===== config.mk =====
export PLATFORM = sky130hd
export DESIGN_NAME = fetch_unit
export DESIGN_NICKNAME = d
export VERILOG_FILES = /design/src/rtl/fetch_unit_pkg.sv /design/src/rtl/fetch_unit_pc_register.sv /design/src/rtl/fetch_unit.sv
export SDC_FILE = /design/constraint.sdc
export NUM_CORES = 1
export LEC_CHECK = 0
export ABC_AREA = 1
export BUFFER_PORTS_ARGS = -buffer_cell sky130_fd_sc_hd__buf_2
export CAP_MARGIN = 20
export CORE_MARGIN = 2
export CORE_UTILIZATION = 52
export CTS_CLUSTER_SIZE = 16
export DETAILED_ROUTE_END_ITERATION = 6
export GPL_ROUTABILITY_DRIVEN = 1
export GPL_TIMING_DRIVEN = 0
export HOLD_SLACK_MARGIN = 0.03
export PLACE_DENSITY = 0.87
export SYNTH_ARGS = -nofsm -noshare
export SYNTH_HDL_FRONTEND = slang
export SYNTH_SLANG_ARGS = --single-unit

===== constraint.sdc =====
create_clock -name clk -period 6.7 [get_ports clk]
set_input_delay 0.335 -clock clk [delete_from_list [all_inputs] [get_ports clk]]
set_output_delay 0.335 -clock clk [all_outputs]
set_load 0.05 [all_outputs]

===== src/rtl/fetch_unit_pkg.sv =====
// ============================================================================
// Module      : fetch_unit_pkg
// Description : Shared core types and constants for the fetch stage and the
//               branch-target unit.
// Revision    : 1.0
// ============================================================================
`default_nettype none

package fetch_unit_pkg;

    localparam int unsigned XLEN = 32;

    localparam logic [XLEN-1:0] DEFAULT_RESET_VECTOR = 32'h0000_0000;
    localparam logic [XLEN-1:0] NOP_INST_WORD        = 32'h0000_0013;

    typedef enum logic [1:0] {
        ST_BOOT  = 2'd0,
        ST_FETCH = 2'd1,
        ST_HOLD  = 2'd2,
        ST_HALT  = 2'd3
    } fetch_state_e;

    // Sequential-PC increment; wraps modulo 2^XLEN.
    function automatic logic [XLEN-1:0] pc_add4(input logic [XLEN-1:0] pc);
        return pc + 32'd4;
    endfunction

endpackage

`default_nettype wire


===== src/rtl/fetch_unit_pc_register.sv =====
// ============================================================================
// Module      : fetch_unit_pc_register
// Description : 32-bit program counter with async reset to RESET_VECTOR,
//               load enable, and combinational pc+4 output.
// Revision    : 1.0
// ============================================================================
`default_nettype none

module fetch_unit_pc_register
    import fetch_unit_pkg::*;
#(
    parameter logic [XLEN-1:0] RESET_VECTOR = DEFAULT_RESET_VECTOR
) (
    input  logic            clk,
    input  logic            rst,
    input  logic            load_en,
    input  logic [XLEN-1:0] load_pc,
    output logic [XLEN-1:0] pc,
    output logic [XLEN-1:0] pc_4
);

    logic [XLEN-1:0] pc_q;
    logic [XLEN-1:0] pc_d;

    always_comb begin
        pc_d = pc_q;
        if (load_en) begin
            pc_d = load_pc;
        end
    end

    always_ff @(posedge clk or posedge rst) begin
        if (rst) begin
            pc_q <= RESET_VECTOR;
        end else begin
            pc_q <= pc_d;
        end
    end

    assign pc   = pc_q;
    assign pc_4 = pc_add4(pc_q);

endmodule

`default_nettype wire


===== src/rtl/fetch_unit.sv =====
// ============================================================================
// Module      : fetch_unit
// Description : PC register and req/ack instruction-fetch stage with a
//               valid/ready hand-off to decode. Optional macro
//               MISALIGN_TRAP_EN adds a sticky HALT on misaligned next PC.
// Revision    : 1.0
// ============================================================================
`default_nettype none

module fetch_unit
    import fetch_unit_pkg::*;
#(
    parameter logic [XLEN-1:0] RESET_VECTOR = DEFAULT_RESET_VECTOR,
    parameter logic [XLEN-1:0] NOP_INST     = NOP_INST_WORD
) (
    input  logic            clk,
    input  logic            rst,
    input  logic [XLEN-1:0] next_pc_in,
    output logic            imem_req,
    output logic [XLEN-1:0] imem_addr,
    input  logic            imem_ack,
    input  logic [XLEN-1:0] imem_rdata,
    output logic [XLEN-1:0] inst_out,
    output logic [XLEN-1:0] pc_out,
    output logic [XLEN-1:0] pc_4_out,
    output logic            inst_valid,
    input  logic            inst_ready,
    output logic [XLEN-1:0] retired_cnt,
    output logic            misalign_err
);

    fetch_state_e    state_q, state_d;
    logic [XLEN-1:0] inst_q, inst_d;
    logic            valid_q, valid_d;
    logic [XLEN-1:0] retired_q, retired_d;
    logic            load_en;
    logic [XLEN-1:0] load_pc;
    logic            misaligned;

`ifdef MISALIGN_TRAP_EN
    logic            misalign_q, misalign_d;

    // The raw target is kept so the faulting address is visible on pc_out.
    assign load_pc    = next_pc_in;
    assign misaligned = (next_pc_in[1:0] != 2'b00);
`else
    assign load_pc    = next_pc_in & ~32'h0000_0003;
    assign misaligned = 1'b0;
`endif

    always_comb begin
        state_d   = state_q;
        inst_d    = inst_q;
        valid_d   = valid_q;
        retired_d = retired_q;
        load_en   = 1'b0;
`ifdef MISALIGN_TRAP_EN
        misalign_d = misalign_q;
`endif
        case (state_q)
            ST_BOOT: begin
                state_d = ST_FETCH;
            end
            ST_FETCH: begin
                if (imem_ack) begin
                    inst_d  = imem_rdata;
                    valid_d = 1'b1;
                    state_d = ST_HOLD;
                end
            end
            ST_HOLD: begin
                if (inst_ready) begin
                    load_en   = 1'b1;
                    inst_d    = NOP_INST;
                    valid_d   = 1'b0;
                    retired_d = retired_q + 32'd1;
                    state_d   = ST_FETCH;
                    if (misaligned) begin
`ifdef MISALIGN_TRAP_EN
                        misalign_d = 1'b1;
                        state_d    = ST_HALT;
`endif
                    end
                end
            end
            ST_HALT: begin
`ifdef MISALIGN_TRAP_EN
                state_d = ST_HALT;
`else
                state_d = ST_BOOT;
`endif
            end
            default: begin
                state_d = ST_BOOT;
            end
        endcase
    end

    always_ff @(posedge clk or posedge rst) begin
        if (rst) begin
            state_q   <= ST_BOOT;
            inst_q    <= NOP_INST;
            valid_q   <= 1'b0;
            retired_q <= '0;
        end else begin
            state_q   <= state_d;
            inst_q    <= inst_d;
            valid_q   <= valid_d;
            retired_q <= retired_d;
        end
    end

`ifdef MISALIGN_TRAP_EN
    always_ff @(posedge clk or posedge rst) begin
        if (rst) begin
            misalign_q <= 1'b0;
        end else begin
            misalign_q <= misalign_d;
        end
    end

    assign misalign_err = misalign_q;
`else
    assign misalign_err = 1'b0;
`endif

    fetch_unit_pc_register #(
        .RESET_VECTOR (RESET_VECTOR)
    ) u_pc_register (
        .clk     (clk),
        .rst     (rst),
        .load_en (load_en),
        .load_pc (load_pc),
        .pc      (pc_out),
        .pc_4    (pc_4_out)
    );

    // Decoded straight from state so an async reset drops the request at once.
    assign imem_req    = (state_q == ST_FETCH);
    assign imem_addr   = pc_out;
    assign inst_out    = inst_q;
    assign inst_valid  = valid_q;
    assign retired_cnt = retired_q;

endmodule

`default_nettype wire


==> summary.md <==
| Metric | Value |
|---|---|
| Outcome | finished clean |
| Final Critical Period | 2.56 ns |
| Crit path capture type | primary output |
| Die X | 104 um |
| Gate Count Post-Synth | 659 |
| RSZ-0062 raised after global routing | no |
| Initial DRC count | 198 |
| Critical Path End | pc_4_out[16] |
| Setup violators final | 0 |
| Number of distinct library cells after synthesis | 28 |
| Post-synth EDFFs | 0 |
| FF+latch area | approximately 2400 sq um |
| Hpwl dp | 11600 um |
| Most common cell after layout, fill and taps aside | buf_2 |
| Avg Inst Size Synth | 7.94 sq um |
| DR vias/cell | 5.04 |
| Starting Density | 0.535 |
| Ant. Diodes | 0 |
| H-tree depth | 3 |
| CTS tree | yes |
| Top FF cell, synth | dfrtp_1 |
| Multi-input logic area | roughly 2200 sq um |
| DRC | 0 |
| Clk_skew | 0.0138 ns |
| R2r setup slk | 5.12 ns |
| WP data arrival | 2.23 ns |
| Die ar. | between 10000 and 15000 sq um |
| Ports | 231 |
| Synthesized-area fraction occupied by and/or/nand/nor cells | 0.292 |
| Clock Tree Buf Depth | 2 |
| Complex-gate fraction of the synthesized area | 0.0780 |
| Initial antenna violation count | 2 |
| Fmax | 390 MHz |
| Worst setup path class | flop to primary output |
| Total leakage power | 3.75 nW |
| Row count | 36 |
| Maximum VDD drop | between 0.0003 and 0.0004 V |
| CP Launch Type | flop |
| YS warnings | 0 |
| Gp weighted congestion | 0.958 |
| Share of cells above drive strength 1 | 0.341 |
| Hold_buf cts | 1 |
| Fill count | approximately 850 |
| Number of global-route vias before repair | just under 5000 |
| Critical Path RT | 6.36 ns |
| Hold Path Cell Cnt | 3 |
| Area growth syn-to-layout | 29.3% |
| Largest family of logic cells by synthesized area | simple AND/OR/NAND/NOR gates |
| Clock power share | 0.101 |
| Mux contribution to synthesized area | 0 |
| Clock buffer count from CTS | 9 |
| GRT Residual Overflow | 0 |
| Switching portion of total power | 0.601 |
| Slew Limit Fails | 0 |
| Switching Power | 0.00226 W |
| CTS Sinks | 97 |
| All-layer global routing usage | 0.276 |
| CTS root buffer | clkbuf_8 |
| DR pass1 iterations | 5 |
| Crit-path max FO | 6 |
| Post-placement cell area | 6560 sq um |
| Slew HR | 0.658 |
| Post-cts repair resize count | 0 |
| Setup bufs post-CTS | 0 |
| Post-Synth Adder-Cell Area | 0.00478 |
| Most frequent cells in the layout | 229 x buf_2, 228 x nand2_1, 94 x dfrtp_1, 74 x nor2_1, 48 x inv_1 |
| Largest net degree at the start of global routing | between 70 and 80 |
| Setup TNS | 0 ns |
| Fin cells | 1037 |
| Sequential-to-total area share from yosys stat | 0.465 |
| Layout Nets | 969 |
| Via Count | roughly 5200 |
| Setup crit start | u_pc_register.pc[3] |
| Int Power | 0.00150 W |
| Logic pwr share | 0.629 |
| Power per standard cell area | 556 nW/um^2 |
| Port Buf Inserts | about 220 |
| Synth Area in XOR/XNOR | 0.0502 |
| Core Area | 9770 sq um |
| Final Hold Viols | 0 |
| Routed WL | roughly 15000 um |
| Clock Latency Late Sink | around 0.37 ns |
| WL/cell | 14.4 um |
| Post-synth ARST share | 1.00 |
| DIE HEIGHT | 104 um |
| Mapped Area | 5230 sq um |
| Reg power frac | 0.270 |
| Finished Cell Area | ~6800 sq um |
| Reg2reg end | retired_cnt[28] |
| R2r worst-path depth | 7 |
| Flops & latches, synth | 97 |
| Routed Antenna Nets | 0 |
| Fin crit share | 0.383 |
| Maxcap violations | 0 |
| First-pass GRT wire length | ~24000 um |
| Slew @ Worst Pin | 0.512 ns |
| Min-delay worst type | primary input to flop |
| Clock slew at reported path FFs | roughly 0.10 ns |
| Placed insts | 1020 |
| R2r startpoint | retired_cnt[12] |
==> cell usage after synthesis, types with 2 or more instances <==
master,number,area [sq um]
o21ai_0,16,80.1
inv_1,49,184
nand2_1,228,856
nor2_2,7,43.8
inv_2,5,18.8
nand4_1,6,37.5
dfrtp_1,94,2350
nor2_1,74,278
dfstp_2,3,78.8
buf_6,2,22.5
nand3b_1,17,128
ha_1,2,25.0
a22o_1,29,254
nand3_1,26,130
o21ai_1,8,40.0
o22a_1,3,26.3
buf_4,40,300
xnor2_1,5,43.8
buf_2,8,40.0
nor3_1,3,15.0
nand2_2,2,12.5
xor2_1,25,219
clkbuf_1,2,7.51
==> critical path, stage by stage, from the launching register on <==
cell	delay (ns)
dfrtp_1	0.49
ha_1	0.27
nand3_1	0.20
nor2_1	0.34
nand3_1	0.14
xor2_1	0.14
buf_2	0.29
==> worst min-delay path by stage <==
stage | start | end
2_1_floorplan | imem_ack | state_q[0]
3_3_place_gp | inst_valid | inst_valid
3_5_place_dp | rst | inst_out[22]
4_1_cts | next_pc_in[13] | u_pc_register.pc[13]
5_1_grt | next_pc_in[15] | u_pc_register.pc[15]
6_report | next_pc_in[13] | u_pc_register.pc[13]
==> cell families after synthesis <==
| logic type | Yosys count |
|---|---|
| flip-flops | 97 |
| other | 1 |
| XOR/XNOR | 30 |
| adder cells (fa/ha/maj) | 2 |
| AND/OR/NAND/NOR | 366 |
| AO/OA/AOI/OAI | 57 |
| buffers and inverters | 106 |
==> area by class of cell <==
cell class | instances | area share
clock buffer | 9 | 0.0183
multi-input combinational | 462 | 0.333
buffer | 52 | 0.0547
timing repair buffer | 223 | 0.169
sequential | 97 | 0.359
tap | 133 | 0.0246
clock inverter | 7 | 0.0111
inverter | 54 | 0.0303
==> power groups by stage <==
| stage | Clock [W] | Sequential (W) | Combinational [W] |
|---|---|---|---|
| 3_3_place_gp | 0 | 0.00101 | 0.00235 |
| 2_1_floorplan | 0 | 0.00161 | 0.00122 |
| 3_5_place_dp | 0 | 0.00102 | 0.00237 |
| 6_report | 0.000380 | 0.00102 | 0.00237 |
| 4_1_cts | 0.000389 | 0.00101 | 0.00238 |
| 5_1_grt | 0.000419 | 0.00104 | 0.00247 |
==> layer usage <==
layer / up-vias / part of all wire / global-route usage
met5: - / 0.00060 / 0
met4: 2 / 0.019 / 0.0849
met3: 28 / 0.067 / 0.0526
met2: 218 / 0.51 / 0.493
met1: 2445 / 0.40 / 0.336
li1: 2531 / - / -
==> metrics by stage <==
step           utilization  hold slack, ns  power, W  setup slack [ns]
3_3_place_gp         0.668           0.450   0.00336              2.66
3_5_place_dp         0.671           0.343   0.00339              4.54
2_1_floorplan            -           0.431   0.00284              3.84
6_report             0.692           0.158   0.00376              4.14
5_1_grt              0.692           0.152   0.00393              3.92
4_1_cts              0.692           0.148   0.00378              4.12
==> state kept, by name (all words and copies together), names as in the netlist <==
signal            flops
inst_out             32
state_q               2
u_pc_register.pc     30
inst_valid            1
retired_cnt          32
(Power assumes the default switching activity.)
